[config.mk]
export PLATFORM = sky130hd
export DESIGN_NAME = omap_biu_flat
export DESIGN_NICKNAME = d
export VERILOG_FILES = /design/src/rtl/acc_pkg.sv /design/src/rtl/omap_biu_if.sv /design/src/rtl/omap_beat_packer.sv /design/src/rtl/omap_biu.sv /design/src/flat_wrapper.sv
export SDC_FILE = /design/constraint.sdc
export NUM_CORES = 1
export LEC_CHECK = 0
export CAP_MARGIN = 20
export CORE_MARGIN = 5
export CORE_UTILIZATION = 35
export CTS_CLUSTER_DIAMETER = 120
export CTS_CLUSTER_SIZE = 40
export DETAILED_ROUTE_END_ITERATION = 10
export PLACE_DENSITY_LB_ADDON = 0.15
export RECOVER_POWER = 25
export SETUP_SLACK_MARGIN = 0.15
export SLEW_MARGIN = 20
export SYNTH_ARGS = -nofsm -noshare
export SYNTH_HDL_FRONTEND = slang
export SYNTH_SLANG_ARGS = --single-unit
[constraint.sdc]
create_clock -name clk -period 5.7 [get_ports clk]
set_clock_uncertainty 0.05 [all_clocks]
set_input_delay 1.14 -clock clk [delete_from_list [all_inputs] [get_ports clk]]
set_output_delay 1.14 -clock clk [all_outputs]
set_load 0.005 [all_outputs]
[src/rtl/acc_pkg.sv]
// Shared definitions for the accelerator output path.
// Holds the omap_biu FSM state encoding and the beat/word geometry
// used by both the bus interface unit and its beat packer.
package acc_pkg;

  // Layer-write sequencing states of omap_biu
  typedef enum logic [1:0] {
    ST_IDLE  = 2'd0,
    ST_RUN   = 2'd1,
    ST_DRAIN = 2'd2,
    ST_DONE  = 2'd3
  } omap_state_e;

  localparam int OMAP_BEAT_W         = 64;
  localparam int OMAP_WORD_W         = 32;
  localparam int OMAP_BYTES_PER_BEAT = 8;

endpackage

[src/rtl/omap_biu_if.sv]
// Bus bundle for omap_biu.
// Carries the map_merger -> omap_biu word stream (data/vld/rdy) and the
// omap_biu -> memory write request channel (vld/addr/data/strb/rdy).
// Modports:
//   slave  - the omap_biu view: consumes words, issues write requests
//   master - the environment view: produces words, accepts write requests
interface omap_biu_if #(
  parameter int ADDR_W = 32
);
  import acc_pkg::*;

  logic [OMAP_WORD_W-1:0]         map_merger2omap_biu_data;
  logic                           map_merger2omap_biu_vld;
  logic                           map_merger2omap_biu_rdy;
  logic                           omap_biu2mem_wr_vld;
  logic [ADDR_W-1:0]              omap_biu2mem_wr_addr;
  logic [OMAP_BEAT_W-1:0]         omap_biu2mem_wr_data;
  logic [OMAP_BYTES_PER_BEAT-1:0] omap_biu2mem_wr_strb;
  logic                           omap_biu2mem_wr_rdy;

  modport slave (
    input  map_merger2omap_biu_data,
    input  map_merger2omap_biu_vld,
    output map_merger2omap_biu_rdy,
    output omap_biu2mem_wr_vld,
    output omap_biu2mem_wr_addr,
    output omap_biu2mem_wr_data,
    output omap_biu2mem_wr_strb,
    input  omap_biu2mem_wr_rdy
  );

  modport master (
    output map_merger2omap_biu_data,
    output map_merger2omap_biu_vld,
    input  map_merger2omap_biu_rdy,
    input  omap_biu2mem_wr_vld,
    input  omap_biu2mem_wr_addr,
    input  omap_biu2mem_wr_data,
    input  omap_biu2mem_wr_strb,
    output omap_biu2mem_wr_rdy
  );

endinterface

[src/rtl/omap_beat_packer.sv]
// Pairs accepted 32-bit omap words into 64-bit memory beats.
// Ports:
//   clk, rst   clock and synchronous active-high reset
//   accept     a word is transferred this cycle
//   last       the transferred word is the final word of the layer
//   word       the transferred word
//   beat_load  a complete beat is formed this cycle
//   beat_data  formed beat; the earlier word sits in [31:0]
//   beat_strb  byte strobes for the formed beat
module omap_beat_packer
  import acc_pkg::*;
(
  input  logic                           clk,
  input  logic                           rst,
  input  logic                           accept,
  input  logic                           last,
  input  logic [OMAP_WORD_W-1:0]         word,
  output logic                           beat_load,
  output logic [OMAP_BEAT_W-1:0]         beat_data,
  output logic [OMAP_BYTES_PER_BEAT-1:0] beat_strb
);

  logic [OMAP_WORD_W-1:0] low_word;
  logic                   half_full;

  // Park the first word of a pair; the second word (or a lone final
  // word) completes the beat and empties the low half again.
  always_ff @(posedge clk) begin
    if (rst) begin
      low_word  <= '0;
      half_full <= 1'b0;
    end else if (accept) begin
      if (half_full) begin
        half_full <= 1'b0;
      end else if (!last) begin
        low_word  <= word;
        half_full <= 1'b1;
      end
    end
  end

  // An odd final word goes out alone in the low half with only the
  // lower four byte lanes enabled.
  always_comb begin
    beat_load = accept & (half_full | last);
    if (half_full) begin
      beat_data = {word, low_word};
      beat_strb = '1;
    end else begin
      beat_data = {{OMAP_WORD_W{1'b0}}, word};
      beat_strb = {{(OMAP_BYTES_PER_BEAT/2){1'b0}}, {(OMAP_BYTES_PER_BEAT/2){1'b1}}};
    end
  end

endmodule

[src/rtl/omap_biu.sv]
// Output-map bus interface unit: consumes merged omap words from the
// map_merger stream, packs pairs into 64-bit beats and writes them to
// sequential memory addresses from a configured base, then pulses done.
// Ports:
//   clk, rst        clock and synchronous active-high reset
//   cfg_start       1-cycle pulse starting a layer write (IDLE only)
//   cfg_base_addr   byte address of the first beat (8-byte aligned)
//   cfg_word_num    number of 32-bit words in the layer
//   bus             omap_biu_if.slave: word stream in, write requests out
//   omap_biu_busy   high from start until done
//   omap_biu_done   1-cycle pulse when the layer is complete
module omap_biu
  import acc_pkg::*;
#(
  parameter int ADDR_W = 32,
  parameter int CNT_W  = 20
) (
  input  logic              clk,
  input  logic              rst,
  input  logic              cfg_start,
  input  logic [ADDR_W-1:0] cfg_base_addr,
  input  logic [CNT_W-1:0]  cfg_word_num,
  omap_biu_if.slave         bus,
  output logic              omap_biu_busy,
  output logic              omap_biu_done
);

  omap_state_e                    state;
  logic [CNT_W-1:0]               word_cnt;
  logic [ADDR_W-1:0]              addr_next;
  logic                           in_rdy;
  logic                           accept;
  logic                           last;
  logic                           wr_fire;
  logic                           beat_load;
  logic [OMAP_BEAT_W-1:0]         beat_data;
  logic [OMAP_BYTES_PER_BEAT-1:0] beat_strb;

  // A word may only be taken when the output register is free or is
  // being emptied this very cycle, so no beat is ever overwritten.
  assign in_rdy  = (state == ST_RUN) & (~bus.omap_biu2mem_wr_vld | bus.omap_biu2mem_wr_rdy);
  assign accept  = bus.map_merger2omap_biu_vld & in_rdy;
  assign last    = (word_cnt == CNT_W'(1));
  assign wr_fire = bus.omap_biu2mem_wr_vld & bus.omap_biu2mem_wr_rdy;

  assign bus.map_merger2omap_biu_rdy = in_rdy;

  omap_beat_packer u_packer (
    .clk       (clk),
    .rst       (rst),
    .accept    (accept),
    .last      (last),
    .word      (bus.map_merger2omap_biu_data),
    .beat_load (beat_load),
    .beat_data (beat_data),
    .beat_strb (beat_strb)
  );

  // Layer sequencer plus output register. A new beat load wins over a
  // concurrent handshake so back-to-back beats stay valid; a lone
  // handshake clears the request.
  always_ff @(posedge clk) begin
    if (rst) begin
      state                    <= ST_IDLE;
      word_cnt                 <= '0;
      addr_next                <= '0;
      omap_biu_busy            <= 1'b0;
      omap_biu_done            <= 1'b0;
      bus.omap_biu2mem_wr_vld  <= 1'b0;
      bus.omap_biu2mem_wr_addr <= '0;
      bus.omap_biu2mem_wr_data <= '0;
      bus.omap_biu2mem_wr_strb <= '0;
    end else begin
      omap_biu_done <= 1'b0;

      if (beat_load) begin
        bus.omap_biu2mem_wr_vld  <= 1'b1;
        bus.omap_biu2mem_wr_addr <= addr_next;
        bus.omap_biu2mem_wr_data <= beat_data;
        bus.omap_biu2mem_wr_strb <= beat_strb;
        addr_next                <= addr_next + ADDR_W'(OMAP_BYTES_PER_BEAT);
      end else if (wr_fire) begin
        bus.omap_biu2mem_wr_vld  <= 1'b0;
      end

      case (state)
        ST_IDLE: begin
          if (cfg_start) begin
            addr_next     <= {cfg_base_addr[ADDR_W-1:3], 3'b000};
            omap_biu_busy <= 1'b1;
            if (cfg_word_num != '0) begin
              word_cnt <= cfg_word_num;
              state    <= ST_RUN;
            end else begin
              omap_biu_done <= 1'b1;
              state         <= ST_DONE;
            end
          end
        end
        ST_RUN: begin
          if (accept) begin
            word_cnt <= word_cnt - CNT_W'(1);
            if (last) begin
              state <= ST_DRAIN;
            end
          end
        end
        ST_DRAIN: begin
          if (wr_fire) begin
            omap_biu_done <= 1'b1;
            state         <= ST_DONE;
          end
        end
        ST_DONE: begin
          omap_biu_busy <= 1'b0;
          state         <= ST_IDLE;
        end
        default: begin
          state <= ST_IDLE;
        end
      endcase
    end
  end

endmodule

[src/flat_wrapper.sv]
// flat-port wrapper written by rule: the top's interface ports become plain ports
module omap_biu_flat import acc_pkg::*;
#(
  parameter int ADDR_W = 32,
  parameter int CNT_W  = 20
)
  (clk, rst, cfg_start, cfg_base_addr, cfg_word_num, omap_biu_busy, omap_biu_done, bus_map_merger2omap_biu_data, bus_map_merger2omap_biu_vld, bus_map_merger2omap_biu_rdy, bus_omap_biu2mem_wr_vld, bus_omap_biu2mem_wr_addr, bus_omap_biu2mem_wr_data, bus_omap_biu2mem_wr_strb, bus_omap_biu2mem_wr_rdy);
  omap_biu_if #(.ADDR_W(ADDR_W)) bus_i ();
  input  logic clk;
  input  logic rst;
  input  logic cfg_start;
  input  logic [ADDR_W-1:0] cfg_base_addr;
  input  logic [CNT_W-1:0] cfg_word_num;
  output logic omap_biu_busy;
  output logic omap_biu_done;
  input wire logic [$bits(bus_i.map_merger2omap_biu_data)-1:0] bus_map_merger2omap_biu_data;
  input wire logic [$bits(bus_i.map_merger2omap_biu_vld)-1:0] bus_map_merger2omap_biu_vld;
  output wire logic [$bits(bus_i.map_merger2omap_biu_rdy)-1:0] bus_map_merger2omap_biu_rdy;
  output wire logic [$bits(bus_i.omap_biu2mem_wr_vld)-1:0] bus_omap_biu2mem_wr_vld;
  output wire logic [$bits(bus_i.omap_biu2mem_wr_addr)-1:0] bus_omap_biu2mem_wr_addr;
  output wire logic [$bits(bus_i.omap_biu2mem_wr_data)-1:0] bus_omap_biu2mem_wr_data;
  output wire logic [$bits(bus_i.omap_biu2mem_wr_strb)-1:0] bus_omap_biu2mem_wr_strb;
  input wire logic [$bits(bus_i.omap_biu2mem_wr_rdy)-1:0] bus_omap_biu2mem_wr_rdy;
  assign bus_i.map_merger2omap_biu_data = bus_map_merger2omap_biu_data;
  assign bus_i.map_merger2omap_biu_vld = bus_map_merger2omap_biu_vld;
  assign bus_map_merger2omap_biu_rdy = bus_i.map_merger2omap_biu_rdy;
  assign bus_omap_biu2mem_wr_vld = bus_i.omap_biu2mem_wr_vld;
  assign bus_omap_biu2mem_wr_addr = bus_i.omap_biu2mem_wr_addr;
  assign bus_omap_biu2mem_wr_data = bus_i.omap_biu2mem_wr_data;
  assign bus_omap_biu2mem_wr_strb = bus_i.omap_biu2mem_wr_strb;
  assign bus_i.omap_biu2mem_wr_rdy = bus_omap_biu2mem_wr_rdy;
  omap_biu #(.ADDR_W(ADDR_W), .CNT_W(CNT_W)) u_core (.clk(clk), .rst(rst), .cfg_start(cfg_start), .cfg_base_addr(cfg_base_addr), .cfg_word_num(cfg_word_num), .bus(bus_i), .omap_biu_busy(omap_biu_busy), .omap_biu_done(omap_biu_done));
endmodule
==> results.md <==
- Synth Flop Type: dfxtp_1
- Hold buffer count at CTS: 0
- CTS root buf: clkbuf_16
- Avg WL per Cell: around 17 µm
- Pwr Total: just over 4000 µW
- Slew Limit Fails: 0
- Ant diodes: 0
- # setup viols final: 0
- Post-route minimum period: about 3700 ps
- DRC viols: 0
- Netlist cell types: between 50 and 60
- Met3 usage in global routing: 0.0598
- Worst Hold Class: flop to flop
- Iter 0 DRT Violations: 524
- Max VDD drop: between 0.00015 and 0.0002 V
- GR Layer Usage met1: 0.246
- Max Cap Viol: 0
- Number of buffers created by CTS: 17
- First-pass GRT wire length: between 30000 and 40000 µm
- Synth area leader: dfxtp_1
- Setup TNS: 0 ps
- Leak: 0.00373 µW
- Top post-synthesis cells by count: 182 x dfxtp_1, 163 x nand2_1, 76 x a21oi_1, 73 x nor2_1, 67 x clkbuf_1
- Die ar.: about 26000 µm²
- Post-CTS Resized: 0
- Cells along the critical path: clkdlybuf4s50_1 -> nor2b_1 -> nor2_1 -> clkdlybuf4s50_1
- Dpl cell area: around 10000 µm²
- Most frequent cell after synthesis: dfxtp_1
- Routability cong.: between 0.7 and 0.8
- Pre-antenna DRT Iters: 5
- Die Wd: between 150 and 200 µm
- Clk sinks: around 180
- Worst Path Buf+Inv: 2
- Area delta synth->final: 33.3%
- Design Area, Final: roughly 11000 µm²
- GRT Max-Usage Layer: met2
- Startpoint types: input port
- Post-Syn Area: between 7000 and 8000 µm²
- Largest cells by area after synthesis: dfxtp_1 46%, nand2_1 7.7%, a21oi_1 4.8%, mux2i_1 4.4%, a211oi_1 3.7%
- CP required: 4510 ps
- FF-to-FF path depth: 6
- Fraction of registers with async set/reset: 0
- Reg2Reg Setup Slack: 2310 ps
- Worst r2r src: u_core.word_cnt[8]$_SDFFE_PP0P_
- CP peak stage delay: roughly 470 ps
- Hold EP: u_core.bus.omap_biu2mem_wr_addr[16]$_SDFFE_PP0N_
- EDFF count, synth: 0
- Largest net degree at the start of global routing: around 70
- Chip height: roughly 160 µm
- WL final: around 24000 µm
- Post-layout nets: 1192
- Vias in the first global route: between 7000 and 8000
- CP max-delay cell: clkdlybuf4s50_1
- Vias: ~7400
- #FFs+latches synth: about 180
- Share of layout cells above drive strength 1: 0.0568
- Initial Utilization: 0.354
- CP max FO: 5
- Synth top area share: 0.457
- CTS H-Tree Depth: 4
- Number of antenna violations at the first check in global routing: 0
- PwrDens: about 380 nW/µm²
- R2R Path End: u_core.addr_next[31]$_SDFF_PP0_
- Top-Level Pins: between 150 and 200
- Family with the most delay on the worst path: buffers and inverters
- Actual slew at the worst max-slew pin: approximately 1100 ps
- CTS tree: built
- All-layer global routing usage: 0.181
- Worst skew pair latency: between 400 and 500 ps
- Hold Crit Depth: 2
- Clock buffer depth: 2
- Post-synthesis sequential area ratio: 0.457
- Gr ovfl total: 0
- Worst setup EP type: output port
- Tcrit/Tclk final: 0.646
- Min-delay src: u_core.bus.omap_biu2mem_wr_addr[16]$_SDFFE_PP0N_
- Buffers on Ports: 190
- Post-DP HPWL: 15700 µm
- Outcome: finished clean
- Std cell rows: 55
- Clock slew at reported path FFs: around 80 ps
- Critical path class: input port to output port
- Vias per Instance: 5.32
- Crit path DAT: around 2500 ps
- Fmax: 0.272 GHz
- Fin. Hold Viols: 0
- Crit-path most repeated cell: clkdlybuf4s50_1
- GR Layer Usage met2: 0.273
- Warnings, synthesis: 0
- Mean Syn Cell Area: between 8 and 9 µm²
- Post-CTS Setup Bufs: 0
- RSZ-0062 raised after global routing: false
- Core ar.: about 23000 µm²
- Antenna Violating Nets Remaining: 0
- Relative slew slack: 0.268
- Cells after Synth: approximately 950
-- worst max path at each step --
stage / startpoint / to / depth (start not counted)
floorplan: cfg_word_num[12] / u_core.word_cnt[11]$_SDFFE_PP0P_ / 7
global placement: bus_omap_biu2mem_wr_rdy / u_core.addr_next[31]$_SDFF_PP0_ / 7
detailed placement: bus_omap_biu2mem_wr_rdy / u_core.addr_next[31]$_SDFF_PP0_ / 7
CTS: bus_omap_biu2mem_wr_rdy / bus_map_merger2omap_biu_rdy / 4
global route: bus_omap_biu2mem_wr_rdy / bus_map_merger2omap_biu_rdy / 4
finish: bus_omap_biu2mem_wr_rdy / bus_map_merger2omap_biu_rdy / 4
-- state kept, by name, summed over array words and instances, names as in the netlist --
signal                           count
u_core.addr_next                    29
u_core.bus.omap_biu2mem_wr_addr     29
u_core.bus.omap_biu2mem_wr_data     64
u_core.bus.omap_biu2mem_wr_strb      2
u_core.bus.omap_biu2mem_wr_vld       1
u_core.omap_biu_busy                 1
u_core.omap_biu_done                 1
u_core.state                         2
u_core.u_packer.half_full            1
u_core.u_packer.low_word            32
u_core.word_cnt                     20
-- area by class of cell --
cell class	instances	area, µm²
Fill cell	2208	11900
Multi-Input combinational cell	672	3930
Sequential cell	182	3640
Timing Repair Buffer	208	2030
Clock buffer	18	439
Tap cell	285	357
Clock inverter	14	160
Inverter	15	56.3
-- through the flow --
step	util	hold WS [ps]	instances	setup slack, ps
floorplan	-	386	953	2740
global placement	0.445	387	1362	1830
detailed placement	0.445	394	1362	1870
CTS	0.472	404	1394	2010
global route	0.472	413	1394	1930
finish	0.472	397	1394	2020
-- per-layer routing --
layer,up-vias,wire (µm)
met5,-,0
li1,3741,-
met4,0,524
met2,192,10200
met3,32,1840
met1,3453,11200
-- worst min-delay path: cells and delay by family (launching register included) --
kind	cells	cell delay, ps
compound gates	1	50
simple gates	1	50
flops	1	310
-- logic make-up after synthesis --
kind of cell / Yosys count / share of synthesized area
AOI/OAI and AO/OA: 280 / 0.235
other: 1 / 0.000471
buffers and inverters: 99 / 0.0534
DFF: 182 / 0.457
xor gates and xnor gates: 1 / 0.00110
and+or+nand+nor: 346 / 0.198
muxes: 35 / 0.0440
adders and majority gates: 7 / 0.0110
-- cells in the final DEF, fill, tap and decap left out, types with 28 or more instances in the layout --
| master | n |
|---|---|
| o21ai_0 | 38 |
| nor2_1 | 71 |
| mux2i_1 | 35 |
| a22o_1 | 32 |
| a31oi_1 | 28 |
| nand2_1 | 163 |
| o31ai_1 | 28 |
| clkdlybuf4s50_1 | 119 |
| a21oi_1 | 76 |
| dlygate4sd3_1 | 70 |
| a211oi_1 | 38 |
| dfxtp_1 | 181 |
-- power breakdown --
group / leakage [µW] / switching, µW / internal [µW]
sequential: 0.00148 / 165 / 1440
combinational: 0.00196 / 785 / 499
clock: 0.000290 / 583 / 601
total: 0.00373 / 1530 / 2540
Note: power is estimated with default switching activity, not from simulation.
